**src/rtl/kvs_resp_tracker_pkg.sv**
```systemverilog
// Shared KVS definitions: flag encodings, default field widths and the queued
// query entry layout used by the response tracker.
package kvs_pkg;

    localparam int DEF_KEY_SIZE  = 96;
    localparam int DEF_FLAG_SIZE = 4;

    typedef enum logic [DEF_FLAG_SIZE-1:0] {
        FLAG_NONE = 4'b0000,
        FLAG_GET  = 4'b0001,
        FLAG_SET  = 4'b0010,
        FLAG_DEL  = 4'b0100,
        FLAG_HIT  = 4'b1000
    } kvs_flag_e;

    typedef struct packed {
        logic [DEF_KEY_SIZE-1:0]  key;
        logic [DEF_FLAG_SIZE-1:0] flag;
    } kvs_entry_t;

    localparam int ENTRY_W = $bits(kvs_entry_t);

    function automatic int unsigned entry_width(input int unsigned key_size,
                                                input int unsigned flag_size);
        return key_size + flag_size;
    endfunction

endpackage

```
**src/rtl/kvs_resp_tracker_if.sv**
```systemverilog
// Query/response/match bundle between the query issuer, the database strobes
// and the tracker. The tracker is the slave; the issuer side is the master.
interface kvs_resp_tracker_if
    import kvs_pkg::*;
#(
    parameter int KEY_SIZE  = DEF_KEY_SIZE,
    parameter int FLAG_SIZE = DEF_FLAG_SIZE
) ();

    logic                 req_valid;
    logic [KEY_SIZE-1:0]  req_key;
    logic [FLAG_SIZE-1:0] req_flag;
    logic                 req_ready;

    logic                 resp_valid;
    logic [FLAG_SIZE-1:0] resp_flag;

    logic                 match_valid;
    logic [KEY_SIZE-1:0]  match_key;
    logic [FLAG_SIZE-1:0] match_req_flag;
    logic [FLAG_SIZE-1:0] match_resp_flag;
    logic                 match_timeout;

    modport master (
        output req_valid, req_key, req_flag, resp_valid, resp_flag,
        input  req_ready, match_valid, match_key, match_req_flag,
               match_resp_flag, match_timeout
    );

    modport slave (
        input  req_valid, req_key, req_flag, resp_valid, resp_flag,
        output req_ready, match_valid, match_key, match_req_flag,
               match_resp_flag, match_timeout
    );

endinterface

```
**src/rtl/kvs_resp_tracker_req_fifo.sv**
```systemverilog
// Show-ahead FIFO holding outstanding queries; rd_data always presents the
// head entry and count gives the registered occupancy.
module kvs_req_fifo #(
    parameter int WIDTH      = 100,
    parameter int DEPTH_LOG2 = 3
) (
    input  logic                  clk,
    input  logic                  sys_rst_n,
    input  logic                  wr_en,
    input  logic [WIDTH-1:0]      wr_data,
    input  logic                  rd_en,
    output logic [WIDTH-1:0]      rd_data,
    output logic [DEPTH_LOG2:0]   count,
    output logic                  full,
    output logic                  empty
);

    localparam int unsigned DEPTH = 1 << DEPTH_LOG2;
    localparam logic [DEPTH_LOG2:0] FULL_CNT = (DEPTH_LOG2+1)'(DEPTH);

    logic [WIDTH-1:0]      mem [DEPTH];
    logic [DEPTH_LOG2-1:0] head;
    logic [DEPTH_LOG2-1:0] tail;
    logic                  do_wr;
    logic                  do_rd;

    assign full    = (count == FULL_CNT);
    assign empty   = (count == '0);
    assign do_wr   = wr_en && !full;
    assign do_rd   = rd_en && !empty;
    assign rd_data = mem[head];

    always_ff @(posedge clk or negedge sys_rst_n) begin
        if (!sys_rst_n) begin
            head  <= '0;
            tail  <= '0;
            count <= '0;
        end else begin
            if (do_wr) tail <= tail + 1'b1;
            if (do_rd) head <= head + 1'b1;
            case ({do_wr, do_rd})
                2'b10:   count <= count + 1'b1;
                2'b01:   count <= count - 1'b1;
                default: count <= count;
            endcase
        end
    end

    // Storage needs no reset: only slots behind a valid pointer are ever read.
    always_ff @(posedge clk) begin
        if (do_wr) mem[tail] <= wr_data;
    end

endmodule

```
**src/rtl/kvs_resp_tracker.sv**
```systemverilog
// Pairs database responses with the oldest issued query, retires stale head
// entries on timeout and flags orphan responses / dropped queries.
module kvs_resp_tracker
    import kvs_pkg::*;
#(
    parameter int KEY_SIZE   = DEF_KEY_SIZE,
    parameter int FLAG_SIZE  = DEF_FLAG_SIZE,
    parameter int DEPTH_LOG2 = 3,
    parameter int TIMEOUT    = 1024
) (
    input  logic                 clk,
    input  logic                 sys_rst_n,
    kvs_resp_tracker_if.slave    bus,
    output logic [DEPTH_LOG2:0]  outstanding,
    output logic                 err_orphan,
    output logic                 err_overflow
);

    localparam int unsigned EW    = entry_width(KEY_SIZE, FLAG_SIZE);
    localparam int unsigned AGE_W = $clog2(TIMEOUT);
    localparam logic [AGE_W-1:0] AGE_LAST = AGE_W'(TIMEOUT - 1);

    logic [EW-1:0]          head_data;
    logic [DEPTH_LOG2:0]    count;
    logic                   full;
    logic                   empty;
    logic                   push;
    logic                   pop_resp;
    logic                   pop_to;
    logic                   pop;
    logic [AGE_W-1:0]       age;

    logic                   match_valid_q;
    logic [KEY_SIZE-1:0]    match_key_q;
    logic [FLAG_SIZE-1:0]   match_req_flag_q;
    logic [FLAG_SIZE-1:0]   match_resp_flag_q;
    logic                   match_timeout_q;

    // A response only retires an entry present at the start of the cycle, so
    // both pop sources look at registered emptiness; response beats timeout.
    assign push     = bus.req_valid && !full;
    assign pop_resp = bus.resp_valid && !empty;
    assign pop_to   = !bus.resp_valid && !empty && (age == AGE_LAST);
    assign pop      = pop_resp || pop_to;

    kvs_req_fifo #(
        .WIDTH      (EW),
        .DEPTH_LOG2 (DEPTH_LOG2)
    ) u_fifo (
        .clk        (clk),
        .sys_rst_n  (sys_rst_n),
        .wr_en      (push),
        .wr_data    ({bus.req_key, bus.req_flag}),
        .rd_en      (pop),
        .rd_data    (head_data),
        .count      (count),
        .full       (full),
        .empty      (empty)
    );

    always_ff @(posedge clk or negedge sys_rst_n) begin
        if (!sys_rst_n) begin
            age               <= '0;
            err_orphan        <= 1'b0;
            err_overflow      <= 1'b0;
            match_valid_q     <= 1'b0;
            match_key_q       <= '0;
            match_req_flag_q  <= '0;
            match_resp_flag_q <= '0;
            match_timeout_q   <= 1'b0;
        end else begin
            if (empty || pop) age <= '0;
            else              age <= age + 1'b1;

            if (bus.resp_valid && empty) err_orphan   <= 1'b1;
            if (bus.req_valid && full)   err_overflow <= 1'b1;

            match_valid_q <= pop;
            if (pop) begin
                match_key_q       <= head_data[EW-1:FLAG_SIZE];
                match_req_flag_q  <= head_data[FLAG_SIZE-1:0];
                match_resp_flag_q <= pop_resp ? bus.resp_flag : '0;
                match_timeout_q   <= pop_to;
            end
        end
    end

    assign bus.req_ready       = !full;
    assign bus.match_valid     = match_valid_q;
    assign bus.match_key       = match_key_q;
    assign bus.match_req_flag  = match_req_flag_q;
    assign bus.match_resp_flag = match_resp_flag_q;
    assign bus.match_timeout   = match_timeout_q;
    assign outstanding         = count;

endmodule

```
**src/flat_wrapper.sv**
```systemverilog
// flat-port wrapper written by rule: the top's interface ports become plain ports
module kvs_resp_tracker_flat import kvs_pkg::*;
#(
    parameter int KEY_SIZE   = DEF_KEY_SIZE,
    parameter int FLAG_SIZE  = DEF_FLAG_SIZE,
    parameter int DEPTH_LOG2 = 3,
    parameter int TIMEOUT    = 1024
)
  (clk, sys_rst_n, outstanding, err_orphan, err_overflow, bus_req_valid, bus_req_key, bus_req_flag, bus_resp_valid, bus_resp_flag, bus_req_ready, bus_match_valid, bus_match_key, bus_match_req_flag, bus_match_resp_flag, bus_match_timeout);
  kvs_resp_tracker_if #(.KEY_SIZE(KEY_SIZE), .FLAG_SIZE(FLAG_SIZE)) bus_i ();
  input  logic clk;
  input  logic sys_rst_n;
  output logic [DEPTH_LOG2:0] outstanding;
  output logic err_orphan;
  output logic err_overflow;
  input wire logic [$bits(bus_i.req_valid)-1:0] bus_req_valid;
  input wire logic [$bits(bus_i.req_key)-1:0] bus_req_key;
  input wire logic [$bits(bus_i.req_flag)-1:0] bus_req_flag;
  input wire logic [$bits(bus_i.resp_valid)-1:0] bus_resp_valid;
  input wire logic [$bits(bus_i.resp_flag)-1:0] bus_resp_flag;
  output wire logic [$bits(bus_i.req_ready)-1:0] bus_req_ready;
  output wire logic [$bits(bus_i.match_valid)-1:0] bus_match_valid;
  output wire logic [$bits(bus_i.match_key)-1:0] bus_match_key;
  output wire logic [$bits(bus_i.match_req_flag)-1:0] bus_match_req_flag;
  output wire logic [$bits(bus_i.match_resp_flag)-1:0] bus_match_resp_flag;
  output wire logic [$bits(bus_i.match_timeout)-1:0] bus_match_timeout;
  assign bus_i.req_valid = bus_req_valid;
  assign bus_i.req_key = bus_req_key;
  assign bus_i.req_flag = bus_req_flag;
  assign bus_i.resp_valid = bus_resp_valid;
  assign bus_i.resp_flag = bus_resp_flag;
  assign bus_req_ready = bus_i.req_ready;
  assign bus_match_valid = bus_i.match_valid;
  assign bus_match_key = bus_i.match_key;
  assign bus_match_req_flag = bus_i.match_req_flag;
  assign bus_match_resp_flag = bus_i.match_resp_flag;
  assign bus_match_timeout = bus_i.match_timeout;
  kvs_resp_tracker #(.KEY_SIZE(KEY_SIZE), .FLAG_SIZE(FLAG_SIZE), .DEPTH_LOG2(DEPTH_LOG2), .TIMEOUT(TIMEOUT)) u_core (.clk(clk), .sys_rst_n(sys_rst_n), .bus(bus_i), .outstanding(outstanding), .err_orphan(err_orphan), .err_overflow(err_overflow));
endmodule
```
**config.mk**
```make
export PLATFORM = sky130hd
export DESIGN_NAME = kvs_resp_tracker_flat
export DESIGN_NICKNAME = d
export VERILOG_FILES = /design/src/rtl/kvs_resp_tracker_pkg.sv /design/src/rtl/kvs_resp_tracker_if.sv /design/src/rtl/kvs_resp_tracker_req_fifo.sv /design/src/rtl/kvs_resp_tracker.sv /design/src/flat_wrapper.sv
export SDC_FILE = /design/constraint.sdc
export NUM_CORES = 1
export LEC_CHECK = 0
export CORE_AREA = 4 4 351 353
export DETAILED_ROUTE_END_ITERATION = 12
export DIE_AREA = 0 0 355 357
export PLACE_DENSITY_LB_ADDON = 0.05
export SLEW_MARGIN = 20
export SYNTH_ARGS = -nofsm -noshare
export SYNTH_HDL_FRONTEND = slang
export SYNTH_SLANG_ARGS = --single-unit
```
**constraint.sdc**
```tcl
create_clock -name clk -period 19.5 [get_ports clk]
set_clock_uncertainty 0.2 [all_clocks]
set_input_delay 3.9 -clock clk [delete_from_list [all_inputs] [get_ports clk]]
set_output_delay 3.9 -clock clk [all_outputs]
set_load 0.01 [all_outputs]
```
## Yosys cells after proc, flatten, opt, wreduce, memory -nomap -nowiden

Memories as Yosys holds them, arrays and structs flattened. A register that Yosys moved wholly into a read port is not among the register bits.
Index checks and enable logic that the tools add are counted.
Widths: inputs -> output; s select.

| word-level totals | value |
|---|---|
| bits in registers | 28 |
| memory bits (writable) | 800 |
| memories kept | 1 |

| cells by class | value |
|---|---|
| $add $sub $neg | 5 |
| equality and inequality tests | 4 |
| multiplexer cells | 5 |
| reduce and logical (&&, ||, !) cells | 16 |

Memory list:

| name | depth | bits a word | read ports | clocked after memory_dff | wr ports | RTL line | RTL |
|---|---|---|---|---|---|---|---|
| u_core.u_fifo.mem | 8 | 100 | 1 | 1 | 1 | kvs_resp_tracker_req_fifo.sv:21 | `logic [WIDTH-1:0] mem [DEPTH];` |

Operators with widths:

| operator | count |
|---|---|
| $add 10x1->10 const B | 1 |
| $eq 10x10->1 const B | 1 |
| $mux 10 | 1 |
| $logic_and 1x1->1 | 8 |
| $pmux 4 s2 | 1 |
| $add 3x1->3 const B | 2 |
| $add 4x1->4 const B | 1 |
| $eq 4x4->1 const B | 1 |
| $logic_not 1->1 | 4 |
| $logic_not 4->1 | 1 |
| $mux 4 | 1 |
| $sub 4x1->4 const B | 1 |
| $eq 2x1->1 const B | 1 |
| $eq 2x2->1 const B | 1 |
| $logic_or 1x1->1 | 2 |
| $mux 1 | 2 |
| $reduce_bool 2->1 | 1 |

## Logic depth before layout (Yosys ltp)

| depth | value |
|---|---|
| depth in word-level cells | 8 |
| gate-level depth with buffers | 12 |

## Hierarchy

A second synthesis with hierarchy kept.

| unflattened totals | value |
|---|---|
| cell total of the unflattened synthesis | 1750 |
| area total of the unflattened synthesis | 36690.2 µm² |

Modules (own cells, without submodules):

| module | times used | cells an instance | area an instance (µm²) | sequential area each (µm²) |
|---|---|---|---|---|
| kvs_req_fifo | 1 | 1223 | 30775.8 | 24273.3 |
| kvs_resp_tracker | 1 | 527 | 5914.4 | 2952.8 |

## Least setup slack after synthesis

Ideal clock, no wire load.

| timing | value |
|---|---|
| kind | in2reg |
| start point | input port bus_req_valid |
| end point | memory u_core.u_fifo.mem[0][0], enable pin |
| library setup time | 0.681 ns |
| arrival time | 10.973 ns |
| path slack | 7.646 ns |
| stages on the path | 3 |
| cell sequence | and2_1 nand2b_1 nor3_1 |

| between the ends | value |
|---|---|
| cells in the longest elaborated chain, start to end | 4 |

RTL lines:

| what | RTL line | RTL |
|---|---|---|
| start, declared | flat_wrapper.sv:16 | `input wire logic [$bits(bus_i.req_valid)-1:0] bus_req_valid;` |
| $logic_and 1x1->1 | kvs_resp_tracker.sv:41 | `assign push = bus.req_valid && !full;` |
| $logic_and 1x1->1 | kvs_resp_tracker_req_fifo.sv:29 | `assign do_wr = wr_en && !full;` |
| $mux 1 | kvs_resp_tracker_req_fifo.sv:51 | `if (do_wr) mem[tail] <= wr_data;` |
| $mux 1 (not written as such) | kvs_resp_tracker_req_fifo.sv:51 |  |
| end, declared | kvs_resp_tracker_req_fifo.sv:21 |  |

No other way between the ends.

## Worst setup path in the final report

| timing | value |
|---|---|
| start point | input port bus_req_valid |
| end point | memory u_core.u_fifo.mem[7][12], enable pin |

Same word-level chain as after synthesis.

==> impl_results.md <==
- Seq pwr share: between 40% and 50%
- GPL Wtd Cong: 0.664
- Number of synthesis warnings: 0
- Htree depth: 3
- Combinational power share: roughly 30%
- Area of the multi-input gates: around 0.008 mm²
- Final #Nets: ~1.9k
- Switching part of the total: between 20% and 30%
- Crit. End Element: flop
- DRC violations left: 0
- Initial Util: around 30%
- Worst vdd ir: 0.116 mV
- Hold Crit Class: reg -> reg
- Max Fclk: 0.140 GHz
- Worst-path maximum fanout: 42
- Final Hold Viols: 0
- # hold bufs at CTS: 0
- PortBufs: 220
- Leading area contributor after synthesis: edfxtp_1
- Worst path buffer plus inverter count: 3
- Main synth FF type: edfxtp_1
- P&R area growth vs syn: 21.0%
- Core area: 0.120 mm²
- Most instantiated cells after synthesis: edfxtp_1 (800), mux4_2 (200), dfrtp_1 (128)
- TNS Setup: 0 ns
- Clk pwr share: between 30 and 40%
- Seq cells post-synth: 928
- GR met3 Demand/Resource: between 2 and 3%
- CP Cell Sequence: clkdlybuf4s50_1 -> and2_1 -> nand2_1 -> nor2_4 -> buf_4 -> buf_4
- DP HPWL: around 46000 µm
- Critical path's slowest cell: nor2_4
- Worst R2R Setup Slack: 15.35 ns
- CP max stage delay: 0.84 ns
- Required @ worst endpoint: 19.58 ns
- Per-cell routed wire length: approximately 24 µm
- Total gr overflow: 0
- Number of global-route vias before repair: 17.5k
- Crit path max-delay family: buffers and inverters
- CP dominant cell by count: buf_4
- Clock sinks: 928
- Clk root buf: clkbuf_16
- Post-CTS setup buffers: 0
- Slew Viols, Final: 0
- GRT busiest layer: met2
- Setup crit end: u_core.u_fifo.mem[7][12]
- Post-route ant nets: 0
- # Max-Cap Violations: 0
- Sequential area share after synthesis: 76.2%
- Crit. path cell count: 6
- Initial drt markers: slightly below 800
- Worst R2R Start: u_core.u_fifo.count[3]
- Leak pwr: 0.0143 µW
- Clk Latency, worst-skew pair: 0.66 ns
- Setup crit start kind: primary input
- Register area: 0.0272 mm²
- Max-Slew Margin vs Limit: 31.9%
- Clk pin slew, worst setup/hold paths: 0.05 ns
- # setup viols final: 0
- Most area-consuming cells after synthesis: edfxtp_1 (67%), mux4_2 (13%), dfrtp_1 (9.0%), mux2_4 (4.2%), mux2_2 (3.2%)
- Die Y: 357 µm
- Die Wd: 355 µm
- TritonCTS buffer count: 108
- Largest net degree at the start of global routing: 125
- Vias: 15.7k
- Post-Syn Area: 0.0357 mm²
- Full die area: 0.127 mm²
- Syn Nets: around 1.6k
- Initial antenna violation count: 16
- Total of fill cells in the finished design: 11.1k
- Final Non-Filler Cells: 3506
- Async S/R FF share, synth: between 10% and 20%
- RR Endpoint: u_core.u_fifo.mem[7][12]
- Cells after DPL: 3291
- Setup CP Type: in -> reg
- Std cell rows: 127
- GR Layer Usage met1: approximately 17%
- Via/cell ratio: approximately 4.5
- P_sw: 1870 µW
- Io pins: ~220
- Synth unique cells: 42
- Cell Int Power: 4870 µW
- 1st-pass router iterations: 4
- Mapped Cells: 1501
- Tightest Pin Transition: 1.02 ns
- Yosys top cell area share: 67.3%
- P per Cell Area: 156 mW/mm²
- Period utilization: 36.7%
- R2R depth: 6
- TritonCTS clock tree: built
- Max clock buf depth: 3
- GRT Overall Usage: 13.2%
- WL final: 83700 µm
- First-pass GRT wire length: 123000 µm
- Worst Setup SP: bus_req_valid
- Post-synth EDFFs: 800
- Syn avg cell area: around 24 µm²
- RSZ-0062 raised after global routing: false
- Status: finished clean
- Count leader, synth: edfxtp_1
- Met2 usage in global routing: 22.6%
- Worst EP arrival: about 7.2 ns
- Layout cell share with drive strength beyond 1: between 30 and 40%
- Final min period: 7.16 ns
- Post_cts resized: 0
## final cells by class
type | instances | share of cell area [%]
Multi-Input combinational cell | 495 | 18.1
Timing Repair Buffer | 248 | 5.70
Tap cell | 1612 | 4.67
Sequential cell | 928 | 63.0
Clock inverter | 66 | 1.60
Antenna cell | 8 | 0.0463
Inverter | 9 | 0.0955
Clock buffer | 140 | 6.79
## cell usage in the layout, fill, tap and decap left out, drive strengths merged, types with 8 or more instances in the layout
| master | synthesis | layout |
|---|---|---|
| nor2 | 17 | 17 |
| clkinv | 1 | 46 |
| buf | 51 | 29 |
| bufinv | 0 | 14 |
| clkdlybuf4s50 | 0 | 219 |
| diode | 0 | 8 |
| inv | 8 | 13 |
| mux4 | 200 | 200 |
| edfxtp | 800 | 800 |
| nand2 | 16 | 16 |
| clkbuf | 18 | 140 |
| dfrtp | 128 | 128 |
| mux2 | 201 | 201 |
## how the worst min path moves through the flow
stage	start	end	cells after the start
after floorplan	u_core.age[0]	u_core.age[0]	1
after global placement	u_core.err_orphan	u_core.err_orphan	1
after detailed placement	u_core.err_orphan	u_core.err_orphan	1
after CTS	u_core.err_orphan	u_core.err_orphan	1
after global routing	u_core.err_orphan	u_core.err_orphan	1
final	u_core.err_orphan	u_core.err_orphan	1
## power groups by stage
| stage | clock network (µW) | logic (µW) | registers, µW |
|---|---|---|---|
| 3_3_place_gp | 0 | 2060 | 2750 |
| 5_1_grt | 2210 | 2150 | 2760 |
| 3_5_place_dp | 0 | 2060 | 2770 |
| 6_report | 2040 | 1980 | 2720 |
| 2_1_floorplan | 0 | 1340 | 2780 |
| 4_1_cts | 2120 | 2060 | 2730 |
## cell families after synthesis
| group | count (synthesis) | synth area share, % |
|---|---|---|
| compound gates | 14 | 0.294 |
| xor+xnor | 13 | 0.319 |
| fa+ha+maj | 7 | 0.266 |
| buf+inv | 78 | 2.03 |
| flops | 928 | 76.2 |
| mux | 401 | 20.0 |
| simple gates | 60 | 0.844 |
## state kept, by name, summed over array words and instances (netlist names), 3 cells and up
| name | flops |
|---|---|
| u_core.bus.match_key | 96 |
| u_core.u_fifo.mem | 800 |
| u_core.u_fifo.count | 4 |
| u_core.bus.match_req_flag | 4 |
| u_core.age | 10 |
| u_core.u_fifo.tail | 3 |
| u_core.bus.match_resp_flag | 4 |
| u_core.u_fifo.head | 3 |
## layer usage
metal	vias to the layer above	share of wire, %
met4	6	1.9
met2	308	50
met5	-	0.044
met1	8410	43
li1	6840	-
met3	118	4.9
## per-stage QoR
step | hold WS, ns | worst slack (ns) | power (µW) | util [%] | instance area, µm²
after floorplan | 0.255 | 7.65 | 4120 | - | 35700
after global placement | 0.255 | 11.51 | 4810 | 33.0 | 39500
after detailed placement | 0.251 | 11.47 | 4820 | 33.0 | 39500
after CTS | 0.268 | 12.21 | 6910 | 36.0 | 43200
after global routing | 0.297 | 12.11 | 7110 | 36.1 | 43200
final | 0.268 | 12.34 | 6740 | 36.1 | 43200
## worst reg2reg max path, cell delays in order, from the launching register on
cell     delay, ns
dfrtp_1       0.45
or4b_1        0.24
and2_1        0.28
nand2_1       0.27
nor2_4        0.84
buf_4         0.68
buf_4         0.76
Note: power is estimated with default switching activity, not from simulation.
